### config.mk
export PLATFORM = sky130hd
export DESIGN_NAME = conv_fifo_wr_arb
export DESIGN_NICKNAME = d
export VERILOG_FILES = /design/src/rtl/conv_pkg.sv /design/src/rtl/conv_rr_pick.sv /design/src/rtl/conv_fifo_wr_arb.sv
export SDC_FILE = /design/constraint.sdc
export NUM_CORES = 1
export LEC_CHECK = 0
export CORE_ASPECT_RATIO = 0.8
export CORE_MARGIN = 2
export CORE_UTILIZATION = 40
export CTS_BUF_LIST = sky130_fd_sc_hd__clkbuf_4 sky130_fd_sc_hd__clkbuf_8 sky130_fd_sc_hd__clkbuf_16
export DETAILED_ROUTE_END_ITERATION = 16
export GPL_ROUTABILITY_DRIVEN = 0
export PLACE_DENSITY = 0.84
export SLEW_MARGIN = 10
export SYNTH_ARGS = -nofsm -noshare
export SYNTH_HDL_FRONTEND = slang
export SYNTH_SLANG_ARGS = --single-unit
### constraint.sdc
create_clock -name clk -period 2.3 [get_ports clk]
set_clock_uncertainty 0.2 [all_clocks]
set_input_delay 0.23 -clock clk [delete_from_list [all_inputs] [get_ports clk]]
set_output_delay 0.23 -clock clk [all_outputs]
set_load 0.02 [all_outputs]
### src/rtl/conv_pkg.sv
// Shared definitions for the conv datapath: FSM state encoding and the default
// word width common to the conv FIFO and its write-side arbiter.
package conv_pkg;

    typedef enum logic {
        ST_IDLE  = 1'b0,
        ST_BURST = 1'b1
    } state_e;

    localparam int CONV_WIDTH = 9;

endpackage : conv_pkg

### src/rtl/conv_rr_pick.sv
// Round-robin pick: first set request at or after rr_ptr_i, wrapping modulo NUM_REQ.
// Purely combinational; shared with the conv read-side schedulers.
module conv_rr_pick #(
    parameter int NUM_REQ  = 4,
    parameter int REQ_BITS = 2
) (
    input  logic [NUM_REQ-1:0]  req_i,
    input  logic [REQ_BITS-1:0] rr_ptr_i,
    output logic [REQ_BITS-1:0] sel_o,
    output logic                any_req_o
);

    logic [2*NUM_REQ-1:0] req_dbl;
    logic [NUM_REQ-1:0]   req_rot;
    logic [REQ_BITS-1:0]  rot_idx;

    // Bit k of req_rot is requester (rr_ptr_i + k) mod NUM_REQ.
    assign req_dbl = {req_i, req_i};
    assign req_rot = req_dbl[{1'b0, rr_ptr_i} +: NUM_REQ];

    // NOTE: the default before the loop keeps rot_idx assigned on every path, so no latch.
    always_comb begin
        rot_idx = '0;
        for (int i = NUM_REQ - 1; i >= 0; i--) begin
            if (req_rot[i]) begin
                rot_idx = REQ_BITS'(i);
            end
        end
    end

    assign sel_o     = rr_ptr_i + rot_idx;
    assign any_req_o = |req_i;

endmodule : conv_rr_pick

### src/rtl/conv_fifo_wr_arb.sv
// Round-robin write-port arbiter: NUM_REQ producers share one conv FIFO write port,
// one grantee at a time for bursts of up to BURST_LEN words, stalled by fifo_full.
module conv_fifo_wr_arb
    import conv_pkg::*;
#(
    parameter int NUM_REQ   = 4,
    parameter int REQ_BITS  = 2,
    parameter int WIDTH     = CONV_WIDTH,
    parameter int BURST_LEN = 16,
    parameter int CNT_BITS  = 5
) (
    input  logic                     clk,
    input  logic                     reset,
    input  logic [NUM_REQ-1:0]       req,
    input  logic [NUM_REQ*WIDTH-1:0] data_in,
    input  logic                     fifo_full,
    output logic [NUM_REQ-1:0]       grant,
    output logic [NUM_REQ-1:0]       ack,
    output logic                     fifo_w_en,
    output logic [WIDTH-1:0]         fifo_data_w,
    output logic [REQ_BITS-1:0]      owner,
    output logic                     busy
);

    state_e               state_q;
    logic [NUM_REQ-1:0]   grant_q;
    logic [REQ_BITS-1:0]  owner_q;
    logic [REQ_BITS-1:0]  rr_ptr_q;
    logic [CNT_BITS-1:0]  beat_cnt_q;
    logic                 busy_q;

    logic [REQ_BITS-1:0]  pick_sel;
    logic                 pick_any;
    logic                 owner_req;
    logic                 beat;
    logic                 last_beat;

    conv_rr_pick #(
        .NUM_REQ  (NUM_REQ),
        .REQ_BITS (REQ_BITS)
    ) u_pick (
        .req_i     (req),
        .rr_ptr_i  (rr_ptr_q),
        .sel_o     (pick_sel),
        .any_req_o (pick_any)
    );

    // Reset gates the beat so a mid-burst reset never writes on its own cycle.
    assign owner_req = req[owner_q];
    assign beat      = (state_q == ST_BURST) && !reset && grant_q[owner_q]
                       && owner_req && !fifo_full;
    assign last_beat = beat && (beat_cnt_q == CNT_BITS'(BURST_LEN - 1));

    always_comb begin
        ack         = '0;
        fifo_data_w = '0;
        if (beat) begin
            ack[owner_q] = 1'b1;
            fifo_data_w  = data_in[owner_q*WIDTH +: WIDTH];
        end
    end

    assign fifo_w_en = beat;

    // NOTE: non-blocking assignments so every register samples pre-edge values.
    always_ff @(posedge clk) begin
        if (reset) begin
            state_q    <= ST_IDLE;
            grant_q    <= '0;
            owner_q    <= '0;
            rr_ptr_q   <= '0;
            beat_cnt_q <= '0;
            busy_q     <= 1'b0;
        end else begin
            case (state_q)
                ST_IDLE: begin
                    if (pick_any) begin
                        state_q    <= ST_BURST;
                        grant_q    <= NUM_REQ'(1) << pick_sel;
                        owner_q    <= pick_sel;
                        busy_q     <= 1'b1;
                        beat_cnt_q <= '0;
                    end
                end
                ST_BURST: begin
                    if (beat) begin
                        beat_cnt_q <= beat_cnt_q + 1'b1;
                    end
                    // Release takes priority over a stall: a dropped req ends the burst even when full.
                    if (!owner_req || last_beat) begin
                        state_q  <= ST_IDLE;
                        grant_q  <= '0;
                        busy_q   <= 1'b0;
                        rr_ptr_q <= owner_q + 1'b1;
                    end
                end
                default: state_q <= ST_IDLE;
            endcase
        end
    end

    assign grant = grant_q;
    assign owner = owner_q;
    assign busy  = busy_q;

endmodule : conv_fifo_wr_arb

==> out/qor.csv <==
stage,metric,value,unit
run_status,outcome,"finished, final reports clean",
clock_tree,cts_buffers,3,
final_layout,drive_above_1_share,31.6,%
power,p_per_area,458,nW/um^2
synthesis,synth_async_sr_flop_share,0,%
worst_setup_path,reg2reg_slack,0.16,ns
worst_setup_path,crit_type,in -> reg,
min_path,hold-path-endpoint,beat_cnt_q[4]$_SDFFE_PP0P_,
timing,min_period_over_period,96.4,%
synthesis,synth_xor_area_share,0.654,%
routing,vias_per_cell,5.41,
clock_tree,post_cts_hold_buffer_count,0,
floorplan,ios,64,
global_routing,grt_pass1_wl,6180,um
worst_setup_path,cpMaxStageDelayCell,or4_1,
synthesis,syn-num-nets,197,
final_layout,final_cell_mix,"clkdlybuf4s50_1, buf_4, nand2_1",
worst_setup_path,regToRegEndpoint,grant[3]$_SDFFE_PP0P_,
routing,drt_first_pass_iters,4,
power,max-vdd-ir-drop,0.000303,V
global_routing,antenna_found_initial,0,
routing,num_vias,1467,
synthesis,synth_edf_count,0,
timing,fin_setup_tns,0,ns
routing,drtIter0Drc,60,
worst_setup_path,reg2regPathDepth,8,
global_routing,grt_pass1_vias,1357,
timing,period_needed,2.22,ns
timing,max_freq,451,MHz
min_path,min_path_cells,2,
clock_tree,cts_sinks,15,
clock_tree,clk_latency,0.25,ns
synthesis,synth_fa_ha_area_share,6.54,%
timing,slew_headroom,73.0,%
routing,wl_per_cell,15.5,um
min_path,min_from,beat_cnt_q[4]$_SDFFE_PP0P_,
global_routing,track_usage,21.0,%
worst_setup_path,end_kind,flop,
global_routing,overflow,0,
routing,postRouteAntennaNets,0,
power,leakage,0.000874,uW
synthesis,yosysSeqAreaShare,22.4,%
floorplan,chipHeight,55.8,um
worst_setup_path,cp.arrival,2.20,ns
final_layout,final_common_cell,clkdlybuf4s50_1,
min_path,hp-class,reg -> reg,
worst_setup_path,path_delay_family,simple AND/OR/NAND/NOR gates,
clock_tree,cts_tree,yes,
clock_tree,h-tree-depth,1,
clock_tree,clk_pin_slew,0.07,ns
synthesis,synth_area_per_cell,9.12,um^2
place,place_inst,261,
floorplan,start_util,42.5,%
synthesis,synth-main-ff-cell,dfxtp_1,
routing,drc,0,
final_layout,nets,282,
global_routing,grt_max_degree,19,
floorplan,die_w,68.7,um
timing,setup_viol,0,
timing,hold_violations,0,
worst_setup_path,critical_path_required,2.28,ns
worst_setup_path,crit_fanout,6,
worst_setup_path,max_stage_delay,0.49,ns
final_layout,area_delta_synth_final,62.8,%
synthesis,syn_area,1340,um^2
run,cap_violations,0,
synthesis,synth_compound_area_share,16.8,%
timing,worst_slew_pin_slew,0.402,ns
synthesis,synth_cell_types,47,
floorplan,dieArea,3830,um^2
synthesis,synth_top_family_by_area,simple AND/OR/NAND/NOR gates,
clock_tree,cts_root_buffer,clkbuf_8,
synthesis,ys_warn_count,0,
place,numPortBuffers,63,
synthesis,synth_cells,147,
synthesis,synth-simple-area-share,28.1,%
place,dpl.hpwl,3170,um
worst_setup_path,path_buf_inv,2,
synthesis,synth.area.mux_share,18.3,%
clock_tree,cts_buffer_depth,2,
floorplan,core_area,3150,um^2
timing,final_max_slew_viol_count,0,
synthesis,ys_seq_elements,15,
worst_setup_path,cp-start-kind,input pin,
final_layout,instances_no_fill,271,
worst_setup_path,r2r_start,owner[0]$_SDFFE_PP0P_,
final_layout,antenna_cells,0,
timing,rsz0062_at_grt,yes,
worst_setup_path,crit_chain,"clkdlybuf4s50_1, buf_4, or4_1, o2111ai_1, ha_1, nor3b_2, nand2_1, a31oi_1",
floorplan,rows,18,
routing,wirelength,4190,um
## power breakdown
group          leakage (uW)  internal (uW)  total [uW]  switching (uW)
Clock             0.0000262            135         234            99.7
Combinational      0.000724            257         451             194
Sequential         0.000123            283         312            29.5
Total              0.000874            675         998             324
## stage by stage
| stage | util, % | setup slack [ns] | total power (uW) | hold WS [ns] | cell area [um^2] |
|---|---|---|---|---|---|
| 6_report | 69.2 | 0.0826 | 998 | 0.268 | 2180 |
| 5_1_grt | 69.2 | -0.0246 | 1060 | 0.293 | 2180 |
| 4_1_cts | 68.4 | 0.000557 | 984 | 0.268 | 2160 |
| 3_5_place_dp | 67.2 | -0.472 | 742 | 0.259 | 2120 |
| 3_3_place_gp | 67.2 | -0.383 | 733 | 0.258 | 2120 |
| 2_1_floorplan | - | 0.137 | 554 | 0.103 | 1340 |
## metal layers
| metal | vias to the layer above | global-route usage [%] | wire [um] |
|---|---|---|---|
| li1 | 713 | - | - |
| met4 | 0 | 4.48 | 27 |
| met3 | 5 | 6.68 | 495 |
| met1 | 685 | 26.3 | 1750 |
| met5 | - | 0 | 0 |
| met2 | 64 | 34.8 | 1920 |
## layout make-up
class	instances	area, um^2
Multi-Input combinational cell	116	975
Fill cell	237	971
Timing Repair Buffer	89	772
Sequential cell	15	303
Tap cell	40	50.0
Clock buffer	4	48.8
Inverter	6	27.5
Timing Repair inverter	1	6.26
## sequential cells by signal, indices dropped and copies added, names as in the netlist
register    flops
beat_cnt_q      5
grant           4
owner           2
rr_ptr_q        2
busy            1
state_q         1
## logic make-up (layout without fill, tap and decap cells)
| kind of cell | after synthesis | count (layout) |
|---|---|---|
| AND/OR/NAND/NOR | 68 | 68 |
| AO/OA/AOI/OAI | 28 | 28 |
| buffers and inverters | 16 | 100 |
| flip-flops | 15 | 15 |
| multiplexers | 12 | 12 |
| adder cells (fa/ha/maj) | 7 | 7 |
| XOR/XNOR | 1 | 1 |
## cell usage after synthesis (2+ instances only)
cell type,number,area (um^2)
ha_1,7,87.6
o21ai_0,2,10.0
nand2_1,14,52.6
a211oi_1,2,15.0
nor2b_1,2,12.5
buf_2,2,10.0
inv_1,5,18.8
nor3_1,2,10.0
buf_6,3,33.8
nand4b_1,2,17.5
a31oi_1,4,25.0
and2_1,13,81.3
o211ai_1,2,15.0
nand2b_1,2,12.5
clkbuf_1,2,7.51
a21oi_1,6,30.0
nor3b_1,4,30.0
mux4_2,10,225
nand3_1,9,45.0
nor2_1,10,37.5
dfxtp_1,15,300
buf_4,2,15.0
and3_1,2,12.5
mux2i_1,2,20.0
## worst reg2reg max path, cell delays in order, from the launching register on
cell and delay [ns]:
dfxtp_1 0.37, buf_12 0.19, mux2i_1 0.31, o22ai_4 0.13, buf_4 0.14, buf_4 0.13, a31oi_2 0.29, nand3_1 0.11
a31oi_1 0.19
## worst max-delay path by stage
stage / start / to / slack [ns] / cells past startpoint
3_3_place_gp: reset / fifo_data_w[1] / -0.38 / 7
5_1_grt: req[0] / grant[2]$_SDFFE_PP0P_ / -0.02 / 8
3_5_place_dp: reset / fifo_data_w[4] / -0.47 / 7
4_1_cts: fifo_full / fifo_w_en / 0.0006 / 6
2_1_floorplan: owner[1]$_SDFFE_PP0P_ / fifo_data_w[0] / 0.14 / 6
6_report: req[0] / grant[2]$_SDFFE_PP0P_ / 0.08 / 8
## timing repair
action	4_1_cts	5_1_grt
gates cloned	1	0
pin swaps	2	4
setup buffers	4	1
resized for setup	60	8
setup endpoints to repair	14	18
(Power assumes the default switching activity.)
